File: src/rtl/vga_pkg.sv
// -----------------------------------------------------------------------------
// vga_pkg
// Shared definitions for the VGA tile generator:
//   - default timing sets for 800x600@72 and 640x480@60
//   - rgb_t: packed {r,g,b} pixel at the default channel width
//   - h_total / v_total: line and frame length helpers
//   - idx_w: counter width able to hold 0..n-1
// Optional feature macro used by the users of this package: VGA_BORDER_EN.
// -----------------------------------------------------------------------------
package vga_pkg;

   // 800x600@72 (50 MHz pixel clock)
   localparam int SVGA72_H_VISIBLE = 800;
   localparam int SVGA72_H_FP      = 56;
   localparam int SVGA72_H_SYNC    = 120;
   localparam int SVGA72_H_BP      = 64;
   localparam int SVGA72_V_VISIBLE = 600;
   localparam int SVGA72_V_FP      = 37;
   localparam int SVGA72_V_SYNC    = 6;
   localparam int SVGA72_V_BP      = 23;

   // 640x480@60 (25.175 MHz pixel clock)
   localparam int VGA60_H_VISIBLE  = 640;
   localparam int VGA60_H_FP       = 16;
   localparam int VGA60_H_SYNC     = 96;
   localparam int VGA60_H_BP       = 48;
   localparam int VGA60_V_VISIBLE  = 480;
   localparam int VGA60_V_FP       = 10;
   localparam int VGA60_V_SYNC     = 2;
   localparam int VGA60_V_BP       = 33;

   localparam int DEF_CW = 4;

   typedef struct packed {
      logic [DEF_CW-1:0] r;
      logic [DEF_CW-1:0] g;
      logic [DEF_CW-1:0] b;
   } rgb_t;

   function automatic int h_total(input int vis, input int fp, input int sync, input int bp);
      return vis + fp + sync + bp;
   endfunction

   function automatic int v_total(input int vis, input int fp, input int sync, input int bp);
      return vis + fp + sync + bp;
   endfunction

   // Width of a counter that runs 0..n-1 (at least one bit).
   function automatic int idx_w(input int n);
      return (n > 1) ? $clog2(n) : 1;
   endfunction

endpackage

File: src/rtl/vga_timing.sv
// -----------------------------------------------------------------------------
// vga_timing
// Raster counters and everything derived directly from them. All outputs are
// combinational decodes of the current counter state; the top registers them.
// Ports:
//   clk, rst     pixel clock, synchronous active-high reset
//   visible      h_cnt < H_VISIBLE && v_cnt < V_VISIBLE
//   hsync_act    h_cnt inside the horizontal sync window (polarity-free)
//   vsync_act    v_cnt inside the vertical sync window (polarity-free)
//   frame_first  h_cnt == 0 && v_cnt == 0
//   frame_end    h_cnt == H_TOTAL-1 && v_cnt == V_TOTAL-1
//   col, row     current tile column / row
//   tile_edge    (VGA_BORDER_EN only) pixel is on the first/last column or
//                line of its tile
// Tile indices come from a sub-pixel counter that rolls over every tile width
// (height), so no divider is needed.
// -----------------------------------------------------------------------------
module vga_timing
   import vga_pkg::*;
#(
   parameter int H_VISIBLE = SVGA72_H_VISIBLE,
   parameter int H_FP      = SVGA72_H_FP,
   parameter int H_SYNC    = SVGA72_H_SYNC,
   parameter int H_BP      = SVGA72_H_BP,
   parameter int V_VISIBLE = SVGA72_V_VISIBLE,
   parameter int V_FP      = SVGA72_V_FP,
   parameter int V_SYNC    = SVGA72_V_SYNC,
   parameter int V_BP      = SVGA72_V_BP,
   parameter int COLS      = 2,
   parameter int ROWS      = 1,
   localparam int CIW      = idx_w(COLS),
   localparam int RIW      = idx_w(ROWS)
) (
   input  logic           clk,
   input  logic           rst,
   output logic           visible,
   output logic           hsync_act,
   output logic           vsync_act,
   output logic           frame_first,
   output logic [CIW-1:0] col,
   output logic [RIW-1:0] row,
`ifdef VGA_BORDER_EN
   output logic           tile_edge,
`endif
   output logic           frame_end
);

   localparam int H_TOTAL = h_total(H_VISIBLE, H_FP, H_SYNC, H_BP);
   localparam int V_TOTAL = v_total(V_VISIBLE, V_FP, V_SYNC, V_BP);
   localparam int HW      = idx_w(H_TOTAL);
   localparam int VW      = idx_w(V_TOTAL);
   localparam int TILE_W  = H_VISIBLE / COLS;
   localparam int TILE_H  = V_VISIBLE / ROWS;
   localparam int TWW     = idx_w(TILE_W);
   localparam int THW     = idx_w(TILE_H);

   logic [HW-1:0]  h_cnt_q,   h_cnt_d;
   logic [VW-1:0]  v_cnt_q,   v_cnt_d;
   logic [TWW-1:0] col_sub_q, col_sub_d;
   logic [THW-1:0] row_sub_q, row_sub_d;
   logic [CIW-1:0] col_q,     col_d;
   logic [RIW-1:0] row_q,     row_d;
   logic           h_wrap, v_wrap;

   always_comb begin
      // NOTE: every value written here gets a default first, so no path
      // leaves it unassigned and no latch is inferred.
      h_wrap    = (int'(h_cnt_q) == H_TOTAL - 1);
      v_wrap    = (int'(v_cnt_q) == V_TOTAL - 1);
      h_cnt_d   = h_cnt_q + 1'b1;
      v_cnt_d   = v_cnt_q;
      col_sub_d = col_sub_q + 1'b1;
      col_d     = col_q;
      row_sub_d = row_sub_q;
      row_d     = row_q;

      // Column tracking restarts every line. The sub-pixel counter keeps
      // rolling through blanking; the column index saturates on the last tile.
      if (h_wrap) begin
         h_cnt_d   = '0;
         col_sub_d = '0;
         col_d     = '0;
      end else if (int'(col_sub_q) == TILE_W - 1) begin
         col_sub_d = '0;
         if (int'(col_q) != COLS - 1) col_d = col_q + 1'b1;
      end

      // Lines advance only on the horizontal wrap; same scheme for rows.
      if (h_wrap) begin
         if (v_wrap) begin
            v_cnt_d   = '0;
            row_sub_d = '0;
            row_d     = '0;
         end else begin
            v_cnt_d = v_cnt_q + 1'b1;
            if (int'(row_sub_q) == TILE_H - 1) begin
               row_sub_d = '0;
               if (int'(row_q) != ROWS - 1) row_d = row_q + 1'b1;
            end else begin
               row_sub_d = row_sub_q + 1'b1;
            end
         end
      end
   end

   always_ff @(posedge clk) begin
      // NOTE: non-blocking assignments so every flop updates from the same
      // pre-edge values regardless of statement order.
      if (rst) begin
         h_cnt_q   <= '0;
         v_cnt_q   <= '0;
         col_sub_q <= '0;
         row_sub_q <= '0;
         col_q     <= '0;
         row_q     <= '0;
      end else begin
         h_cnt_q   <= h_cnt_d;
         v_cnt_q   <= v_cnt_d;
         col_sub_q <= col_sub_d;
         row_sub_q <= row_sub_d;
         col_q     <= col_d;
         row_q     <= row_d;
      end
   end

   assign visible     = (int'(h_cnt_q) < H_VISIBLE) && (int'(v_cnt_q) < V_VISIBLE);
   assign hsync_act   = (int'(h_cnt_q) >= H_VISIBLE + H_FP) &&
                        (int'(h_cnt_q) <  H_VISIBLE + H_FP + H_SYNC);
   assign vsync_act   = (int'(v_cnt_q) >= V_VISIBLE + V_FP) &&
                        (int'(v_cnt_q) <  V_VISIBLE + V_FP + V_SYNC);
   assign frame_first = (h_cnt_q == '0) && (v_cnt_q == '0);
   assign frame_end   = h_wrap && v_wrap;
   assign col         = col_q;
   assign row         = row_q;

`ifdef VGA_BORDER_EN
   assign tile_edge = (col_sub_q == '0) || (int'(col_sub_q) == TILE_W - 1) ||
                      (row_sub_q == '0) || (int'(row_sub_q) == TILE_H - 1);
`endif

endmodule

File: src/rtl/vga_tile_gen.sv
// -----------------------------------------------------------------------------
// vga_tile_gen
// VGA timing plus a COLS x ROWS grid of solid-colour tiles with a
// double-buffered colour code. Every output is registered one cycle after the
// counter state, so sync, enable and colour stay mutually aligned.
// Ports:
//   clk, rst      pixel clock, synchronous active-high reset
//   code          tile colours, tile k (row-major) at [W-1-3*CW*k -: 3*CW], R,G,B
//   code_load     capture code into the shadow register
//   border_rgb    (VGA_BORDER_EN only) colour painted on tile edges
//   pending       shadow holds a code not yet shown
//   hsync, vsync  sync outputs at the configured polarity
//   de            visible pixel
//   frame_start   pulse with the first visible pixel of a frame
//   red/green/blue colour channels, zero outside the visible area
// Optional feature macro: VGA_BORDER_EN.
// H_VISIBLE must be a multiple of COLS and V_VISIBLE a multiple of ROWS.
// -----------------------------------------------------------------------------
module vga_tile_gen
   import vga_pkg::*;
#(
   parameter int H_VISIBLE  = SVGA72_H_VISIBLE,
   parameter int H_FP       = SVGA72_H_FP,
   parameter int H_SYNC     = SVGA72_H_SYNC,
   parameter int H_BP       = SVGA72_H_BP,
   parameter int V_VISIBLE  = SVGA72_V_VISIBLE,
   parameter int V_FP       = SVGA72_V_FP,
   parameter int V_SYNC     = SVGA72_V_SYNC,
   parameter int V_BP       = SVGA72_V_BP,
   parameter int H_SYNC_POL = 1,
   parameter int V_SYNC_POL = 1,
   parameter int COLS       = 2,
   parameter int ROWS       = 1,
   parameter int CW         = DEF_CW
) (
   input  logic                       clk,
   input  logic                       rst,
   input  logic [COLS*ROWS*3*CW-1:0]  code,
   input  logic                       code_load,
`ifdef VGA_BORDER_EN
   input  logic [3*CW-1:0]            border_rgb,
`endif
   output logic                       pending,
   output logic                       hsync,
   output logic                       vsync,
   output logic                       de,
   output logic                       frame_start,
   output logic [CW-1:0]              red,
   output logic [CW-1:0]              green,
   output logic [CW-1:0]              blue
);

   localparam int   NT   = COLS * ROWS;
   localparam int   W    = NT * 3 * CW;
   localparam int   CIW  = idx_w(COLS);
   localparam int   RIW  = idx_w(ROWS);
   localparam int   KW   = idx_w(NT);
   localparam logic HPOL = (H_SYNC_POL != 0);
   localparam logic VPOL = (V_SYNC_POL != 0);

   typedef struct packed {
      logic [CW-1:0] r;
      logic [CW-1:0] g;
      logic [CW-1:0] b;
   } pix_t;

   logic           visible, hsync_act, vsync_act, frame_first, frame_end;
   logic [CIW-1:0] col;
   logic [RIW-1:0] row;
`ifdef VGA_BORDER_EN
   logic           tile_edge;
`endif

   vga_timing #(
      .H_VISIBLE (H_VISIBLE), .H_FP (H_FP), .H_SYNC (H_SYNC), .H_BP (H_BP),
      .V_VISIBLE (V_VISIBLE), .V_FP (V_FP), .V_SYNC (V_SYNC), .V_BP (V_BP),
      .COLS      (COLS),      .ROWS (ROWS)
   ) u_timing (
      .clk         (clk),
      .rst         (rst),
      .visible     (visible),
      .hsync_act   (hsync_act),
      .vsync_act   (vsync_act),
      .frame_first (frame_first),
      .col         (col),
      .row         (row),
`ifdef VGA_BORDER_EN
      .tile_edge   (tile_edge),
`endif
      .frame_end   (frame_end)
   );

   logic [W-1:0]  shadow_q, shadow_d;
   logic [W-1:0]  active_q, active_d;
   logic          pending_q, pending_d;
   logic          hsync_q, hsync_d;
   logic          vsync_q, vsync_d;
   logic          de_q, de_d;
   logic          frame_start_q, frame_start_d;
   pix_t          pix_q, pix_d;
   pix_t          tile_pix;
   logic [KW-1:0] tile_idx;
   logic          swap;

   always_comb begin
      // Active takes the old shadow at frame end even if a load lands on the
      // same cycle; that load then leaves pending set for the next frame.
      swap      = frame_end && pending_q;
      shadow_d  = code_load ? code : shadow_q;
      active_d  = swap ? shadow_q : active_q;
      pending_d = code_load ? 1'b1 : (swap ? 1'b0 : pending_q);

      tile_idx  = KW'(KW'(row) * KW'(COLS) + KW'(col));
      tile_pix  = '0;
      for (int k = 0; k < NT; k++) begin
         if (tile_idx == KW'(k)) tile_pix = active_q[W-1-3*CW*k -: 3*CW];
      end

      pix_d = '0;
      if (visible) begin
`ifdef VGA_BORDER_EN
         pix_d = tile_edge ? pix_t'(border_rgb) : tile_pix;
`else
         pix_d = tile_pix;
`endif
      end

      hsync_d       = hsync_act ? HPOL : ~HPOL;
      vsync_d       = vsync_act ? VPOL : ~VPOL;
      de_d          = visible;
      frame_start_d = frame_first;
   end

   always_ff @(posedge clk) begin
      if (rst) begin
         // NOTE: shadow and active are ordinary flops, so they take the reset
         // too; that is what makes the first frame after reset show colour 0.
         shadow_q      <= '0;
         active_q      <= '0;
         pending_q     <= 1'b0;
         hsync_q       <= ~HPOL;
         vsync_q       <= ~VPOL;
         de_q          <= 1'b0;
         frame_start_q <= 1'b0;
         pix_q         <= '0;
      end else begin
         shadow_q      <= shadow_d;
         active_q      <= active_d;
         pending_q     <= pending_d;
         hsync_q       <= hsync_d;
         vsync_q       <= vsync_d;
         de_q          <= de_d;
         frame_start_q <= frame_start_d;
         pix_q         <= pix_d;
      end
   end

   assign pending     = pending_q;
   assign hsync       = hsync_q;
   assign vsync       = vsync_q;
   assign de          = de_q;
   assign frame_start = frame_start_q;
   assign red         = pix_q.r;
   assign green       = pix_q.g;
   assign blue        = pix_q.b;

endmodule

File: config.mk
export PLATFORM = sky130hd
export DESIGN_NAME = vga_tile_gen
export DESIGN_NICKNAME = d
export VERILOG_FILES = /design/src/rtl/vga_pkg.sv /design/src/rtl/vga_timing.sv /design/src/rtl/vga_tile_gen.sv
export SDC_FILE = /design/constraint.sdc
export NUM_CORES = 1
export LEC_CHECK = 0
export CAP_MARGIN = 15
export CORE_UTILIZATION = 35
export CTS_CLUSTER_DIAMETER = 40
export DETAILED_ROUTE_END_ITERATION = 12
export SLEW_MARGIN = 20
export SYNTH_ARGS = -nofsm -noshare
export SYNTH_HDL_FRONTEND = slang
export SYNTH_HIERARCHICAL = 1
export SYNTH_SLANG_ARGS = --single-unit
export TNS_END_PERCENT = 50
File: constraint.sdc
create_clock -name clk -period 2.27 [get_ports clk]
set_clock_uncertainty 0.1 [all_clocks]
set_input_delay 0.454 -clock clk [delete_from_list [all_inputs] [get_ports clk]]
set_output_delay 0.454 -clock clk [all_outputs]
set_load 0.01 [all_outputs]
==> impl_metrics.ini <==
[clock_network]
clockBufferDepth = 2
cts_made_buffers = 9
clock_latency_ns = 0.34
root_buffer = clkbuf_16
cts_tree = built
cts_setup_buffers = 0
cts_hold_buf = 0
cts_htree_levels = 3
cts.clk_slew.worst_paths_ns = 0.07
clock-sinks = 96

[sta]
max-slew-margin-rel_pct = 61.12
min_period_ns = 2.191
holdWs_ns = 0.3623
max_freq_mhz = 456.4
finalMaxSlewViolations = 0
fin_crit_sh_pct = 96.53
setup_viol = 0
rsz0062_at_grt = yes
hold_viol_final = 0
tightest_slew_ns = 0.5832
tns_ns = 0

[setup_path]
critical_path_class = reg -> reg
cp_data_arrival_time_ns = 2.36
startpoint = u_timing/h_cnt_q[7]
required_ns = 2.44
endpoint_kind = flip-flop
r2r-start = u_timing/h_cnt_q[7]
crit_chain = or3_1 -> or4_1 -> or4_1 -> a21oi_1
cp_max_fo = 6
critPathSlowestCell = or4_1
start_kind = flip-flop
max_stage_delay_ns = 0.62
worst_path_most_repeated_cell = or4_1

[logic_synthesis]
yosys_warnings = 6
syn_area_um2 = 4108
avgSynthCellArea_um2 = 9.597
synthCells = 428
syn_nets = 462

[power]
power_mw = 3.456
pwr_density_cell_nw_per_um2 = 695.3
p_leak_nw = 1.801
ir_worst_vdd_uv = 430.8

[floorplan]
die_h_um = 110.3
io_pins = 44
dieArea_um2 = 12170
start_util_pct = 35.97
core-area_um2 = 11420
rows = 39
die_w_um = 110.3

[detailed_routing]
routedWlPerCell_um = 13.52
avgViaCountPerCell = 4.875
drt_iter0_markers = 218
drc_errors = 0
via_count = 3013
drt_pass1_iterations = 4
drt.antenna.violating_nets = 0
wirelength_um = 8358

[grt]
antenna_found_initial = 0
grt_max_degree = 50
grt_overflow = 0
grt_pass1_vias = 2698
grt_usage_pct = 14.57
grt_pass1_wl_um = 13480

[layout]
insertedDiodeCount = 0
final_common_cell = dfxtp_1
fin_util_pct = 43.52
area_growth_syn_to_layout_pct = 20.99
final_nets = 504
fin_area_um2 = 4970
layout_common_cells = dfxtp_1 (95), nor2_1 (68), clkdlybuf4s50_1 (42), a21oi_1 (37), mux2i_1 (36)
drive_above_1_share_pct = 10.95

[place]
gp_congestion = 0.8299
dpl_cell_area_um2 = 4673
io_buffers = 43
dp_hpwl_um = 5465

[status]
outcome = completed

[hold_path]
worstHoldStart = shadow_q[20]
hold_class = reg -> reg

[flow_run]
drv_cap = 0
cell type report:
class                           count  area [um2]
Timing Repair Buffer               59       570.5
Fill cell                        1109        6449
Tap cell                          143       178.9
Clock inverter                      5       63.81
Inverter                           16       60.06
Clock buffer                       11       232.7
Multi-Input combinational cell    288        1941
Sequential cell                    96        1923
through the flow:
| stage | std cells | setup WS, ns |
|---|---|---|
| floorplan | 428 | 0.06181 |
| global placement | 602 | 0.1221 |
| detailed placement | 602 | 0.1068 |
| CTS | 618 | 0.08354 |
| global route | 618 | -0.02450 |
| finish | 618 | 0.07880 |
repair_timing:
action / in CTS / in global routing
endpoints found under the hold margin: 0 / 0
resized for setup: 0 / 0
setup endpoints to repair: 0 / 9
report_power, final:
| group | switching [mW] | internal, mW | total [mW] |
|---|---|---|---|
| registers | 0.0260 | 1.72 | 1.75 |
| clock network | 0.645 | 0.865 | 1.51 |
| logic | 0.101 | 0.0965 | 0.198 |
| total | 0.772 | 2.68 | 3.46 |
per-layer routing:
metal  wire length (um)  global-route usage, %
met1               4195                  20.41
met2               3716                  21.34
met3                358                  4.527
met4                 87                  4.229
met5                  0                      0
critical path, delay by kind of cell, from the launching register on:
family           cells  cell delay (ns)
AO/OA/AOI/OAI        1             0.14
flip-flops           1             0.35
AND/OR/NAND/NOR      3             1.54
worst paths after layout:
check / endpoint / slack [ns] / cells past startpoint
max: u_timing/v_cnt_q[8] / 0.08 / 4
min: active_q[20] / 0.36 / 2
max reg2reg: u_timing/v_cnt_q[8] / 0.08 / 4
min reg2reg: active_q[20] / 0.36 / 2
state kept, by name (all words and copies together) (netlist names):
| name | cells |
|---|---|
| u_timing/col_sub_q | 9 |
| vsync | 1 |
| pending | 1 |
| red | 4 |
| green | 4 |
| u_timing/h_cnt_q | 11 |
| hsync | 1 |
| blue | 4 |
| frame_start | 1 |
| u_timing/v_cnt_q | 10 |
| u_timing/col | 1 |
| shadow_q | 24 |
| de | 1 |
| active_q | 24 |
(Power assumes the default switching activity.)
